--- src/rtl/button_event_gen.sv ---
// button_event_gen: per-lane press/release/auto-repeat pulse generator for debounced buttons
module button_event_gen #(
    parameter int width = 1,
    parameter int hold_cycles = 25000000,
    parameter int repeat_cycles = 5000000,
    parameter int ctr_width = $clog2(hold_cycles > repeat_cycles ? hold_cycles : repeat_cycles) + 1
) (
    input  logic             clk,
    input  logic             rst,
    input  logic [width-1:0] debounced_signal,
    input  logic [width-1:0] repeat_en,
    output logic [width-1:0] press_pulse,
    output logic [width-1:0] release_pulse,
    output logic [width-1:0] repeat_pulse,
    output logic [width-1:0] held
);
    typedef enum logic [1:0] {IDLE, ARMED, REPEAT} state_t;

    localparam logic [ctr_width-1:0] hold_max = ctr_width'(hold_cycles - 1);
    localparam logic [ctr_width-1:0] rep_max = ctr_width'(repeat_cycles - 1);

    genvar i;
    generate
        for (i = 0; i < width; i++) begin : g_lane
            state_t state_q, state_d;
            logic [ctr_width-1:0] ctr_q, ctr_d;
            logic press_q, release_q, repeat_q, held_q;
            logic press_d, release_d, repeat_d, held_d;
            logic in, en;

            assign in = debounced_signal[i];
            assign en = repeat_en[i];
            assign press_pulse[i] = press_q;
            assign release_pulse[i] = release_q;
            assign repeat_pulse[i] = repeat_q;
            assign held[i] = held_q;

            // State, counter and registered outputs
            always_ff @(posedge clk) begin
                if (rst) begin
                    state_q   <= IDLE;
                    ctr_q     <= '0;
                    press_q   <= 1'b0;
                    release_q <= 1'b0;
                    repeat_q  <= 1'b0;
                    held_q    <= 1'b0;
                end else begin
                    state_q   <= state_d;
                    ctr_q     <= ctr_d;
                    press_q   <= press_d;
                    release_q <= release_d;
                    repeat_q  <= repeat_d;
                    held_q    <= held_d;
                end
            end

            // Next state and counter; ARMED saturates so a late repeat_en fires at once
            always_comb begin
                state_d = state_q;
                ctr_d = ctr_q;
                case (state_q)
                    IDLE: begin
                        state_d = in ? ARMED : IDLE;
                        ctr_d = '0;
                    end
                    ARMED: begin
                        state_d = !in ? IDLE : (en && ctr_q == hold_max) ? REPEAT : ARMED;
                        ctr_d = (!in || (en && ctr_q == hold_max)) ? '0
                              : (ctr_q == hold_max) ? ctr_q : ctr_q + 1'b1;
                    end
                    REPEAT: begin
                        state_d = in ? REPEAT : IDLE;
                        ctr_d = (!in || (en && ctr_q == rep_max)) ? '0
                              : !en ? ctr_q : ctr_q + 1'b1;
                    end
                    default: begin
                        state_d = IDLE;
                        ctr_d = '0;
                    end
                endcase
            end

            // Next values of the event pulses and the held level
            always_comb begin
                press_d = state_q == IDLE && in;
                release_d = state_q != IDLE && !in;
                repeat_d = in && en && ((state_q == ARMED && ctr_q == hold_max) ||
                                        (state_q == REPEAT && ctr_q == rep_max));
                held_d = state_d != IDLE;
            end
        end
    endgenerate
endmodule
--- config.mk ---
export PLATFORM = sky130hd
export DESIGN_NAME = button_event_gen
export DESIGN_NICKNAME = d
export VERILOG_FILES = /design/src/rtl/button_event_gen.sv
export SDC_FILE = /design/constraint.sdc
export NUM_CORES = 1
export LEC_CHECK = 0
export ABC_CLOCK_PERIOD_IN_PS = 2300
export CAP_MARGIN = 20
export CORE_UTILIZATION = 59
export CTS_CLUSTER_DIAMETER = 100
export DETAILED_ROUTE_END_ITERATION = 6
export GPL_TIMING_DRIVEN = 0
export PLACE_DENSITY = 0.85
export SLEW_MARGIN = 20
export SYNTH_ARGS = -nofsm -noshare
export SYNTH_HDL_FRONTEND = slang
export SYNTH_SLANG_ARGS = --single-unit
--- constraint.sdc ---
create_clock -name clk -period 2.3 [get_ports clk]
set_input_delay 0.575 -clock clk [delete_from_list [all_inputs] [get_ports clk]]
set_output_delay 0.575 -clock clk [all_outputs]
set_load 0.005 [all_outputs]
==> flow_metrics.tcl <==
set metrics [dict create \
    dp.cells 230 \
    status "finished clean" \
    ant_nets 0 \
    io_buffers 7 \
    synth_area_per_cell_um2 8.89 \
    async_reset_ff_frac 0 \
    finClkSkew_ps 10.1 \
    gp_congestion 0.908 \
    synth_compound_area_frac 0.0909 \
    clockBufferDepth 2 \
    synth_seq_area_share 0.375 \
    boundaryPins 8 \
    firstDrtPassIters 4 \
    synth_mux_area_frac 0.00587 \
    fin_cells 245 \
    min_period_ps 2210 \
    maxCapViolCount 0 \
    core_area_mm2 0.00276 \
    drt_iter0_markers 81 \
    synth_adder_area_share 0.0367 \
    nets 222 \
    drive_gt1_frac 0.178 \
    ctsHoldBuffers 0 \
    wirelength_um 4130 \
    yosys.area_share.xor_xnor 0.113 \
    routed_via_density 6.14 \
    numClockSinks 32 \
    yosys.area_share.simple 0.331 \
    worst_setup_path_start_kind "flip-flop" \
    power.density_mw_per_mm2 519 \
    grt_pass1_vias 1528 \
    hp-class "reg -> reg" \
    period_share 0.961 \
    wl_per_cell_um 16.9 \
    rows 19 \
    synth_cells 192 \
    synth_top_cell_by_area "dfxtp_1" \
    synth_area_mm2 0.00171 \
    postLayoutCoreUtil 0.729 \
    htree_levels 2 \
    r2r.worst_path.cells 7 \
    synthTopCellsByArea "dfxtp_1 38%, xnor2_1 10%, nor2_1 7.3%" \
    drv_slew 0 \
    synth_top_family_by_area "simple AND/OR/NAND/NOR gates" \
    area_growth_syn_to_layout_pct 17.7 \
    die_w_um 55.8 \
    vias 1505 \
    hold_viol_final 0 \
    overflow 0 \
    synth_most_common_cell "nor2_1" \
    synth_top_area_frac 0.375 \
    cts_tree "built" \
    min_path_cells 2 \
    max-slew-margin-rel 0.637 \
    antenna_cells 0 \
    synth.distinct_cells 45 \
    fin_hold_ws_ps 567 \
    critPathArrivalTime_ps 2510 \
    antenna_found_initial 0 \
    finalSetupViolations 0 \
    synth_edf_count 0 \
    die_h_um 55.8 \
    required_ps 2600 \
    cp_max_fo 6 \
    fmax_ghz 0.452 \
    root_buffer "clkbuf_4" \
    peakVddDrop_mv 0.692 \
    synth-seq-cells 32 \
    cp-end-kind "flip-flop" \
    die_area_mm2 0.00311 \
    rsz0062_at_grt "no" \
    clk_latency_ps 360 \
    grtUsageTotal 0.291 \
    grt_pass1_wl_um 6820 \
    synth_common_cells "33 x nor2_1, 32 x dfxtp_1, 20 x xnor2_1" \
    dp_hpwl_um 2790 \
    criticalPathCategory "reg -> reg" \
    clkTransAtPathRegs_ps 110 \
    grt_max_degree 12 \
    p_leak_uw 0.000619 \
    synth_flop_cell "dfxtp_1" \
    syn-num-nets 201 \
    route.detailed.drc 0 \
    start_util 0.619 \
    cts_buffers 5 \
    ys.warnings.count 0 \
    tightestPinTransition_ps 537 \
]
[worst paths after layout]
path | startpoint | slack (ps) | to
worst min register to register | g_lane[0].ctr_q[1] | 570 | g_lane[0].ctr_q[1]
worst min-delay path | g_lane[0].ctr_q[1] | 570 | g_lane[0].ctr_q[1]
worst max register to register | g_lane[0].ctr_q[0] | 90 | g_lane[0].ctr_q[8]
worst max-delay path | g_lane[0].ctr_q[0] | 90 | g_lane[0].ctr_q[8]
[sequential cells by signal, summed over array words and instances, names as in the netlist]
register        cells
held                1
release_pulse       1
g_lane.ctr_q       26
g_lane.state_q      2
press_pulse         1
repeat_pulse        1
[power by group]
part	leakage, µW	internal (µW)	switching (µW)
clock	0.0000412	226	220
combinational	0.000318	20.3	17.0
sequential	0.000259	558	2.09
total	0.000619	805	239
[through the flow]
stage / instance area (µm²) / TNS, ps / worst slack, ps / total power [µW]
after floorplan: 1710 / 0 / 263 / 588
after global placement: 1820 / -7070 / -322 / 603
after detailed placement: 1820 / -8010 / -369 / 604
after CTS: 1920 / 0 / 1.26 / 1050
after global routing: 2010 / 0 / 9.99 / 1070
final: 2010 / 0 / 89.5 / 1040
[cell usage in the layout, fill, tap and decap left out, types with 5 or more instances in the layout]
cell / instances
dfxtp_1: 30
inv_1: 10
nor3_1: 12
nor2_1: 33
buf_4: 6
nand2_1: 10
nand4_1: 7
clkdlybuf4s50_1: 5
xnor2_1: 20
clkbuf_4: 5
nand3_1: 6
[final cells by class]
class                   count  area [µm²]
clock buffers               5        37.5
fillers                   205         748
clock inverters             3        42.5
flip-flops and latches     32         643
plain buffers               5        43.8
multi-input cells         145        1030
inverters                  10        37.5
repair buffers             14         140
well taps                  31        38.8
[routing by layer]
metal | vias to the layer above | global-route usage | routed length [µm]
li1 | 719 | - | -
met1 | 702 | 0.324 | 1640
met2 | 64 | 0.478 | 2040
met3 | 20 | 0.0953 | 269
met4 | 0 | 0.182 | 176
met5 | - | 0 | 0
[cells by family (layout without fill, tap and decap cells)]
logic type      after synthesis  in the layout
flops                        32             32
simple gates                100            100
fa+ha+maj                     5              5
mux                           1              1
xor+xnor                     22             22
buf+inv                      15             37
compound gates               17             17
[what timing repair did]
action,4_1_cts,5_1_grt
pin swaps,2,4
resized for setup,1,10
endpoints found under the setup margin,10,26
endpoints found under the hold margin,0,0
setup buffers,2,5
[critical path, stage by stage, from the launching register on]
cell and delay, ps:
dfxtp_2 370, ha_2 230, nor4bb_2 180, and4_1 240, a21o_1 230, a21boi_4 270, or4b_4 500, a21oi_2 150
No activity file was read; power rests on OpenSTA's default activity.
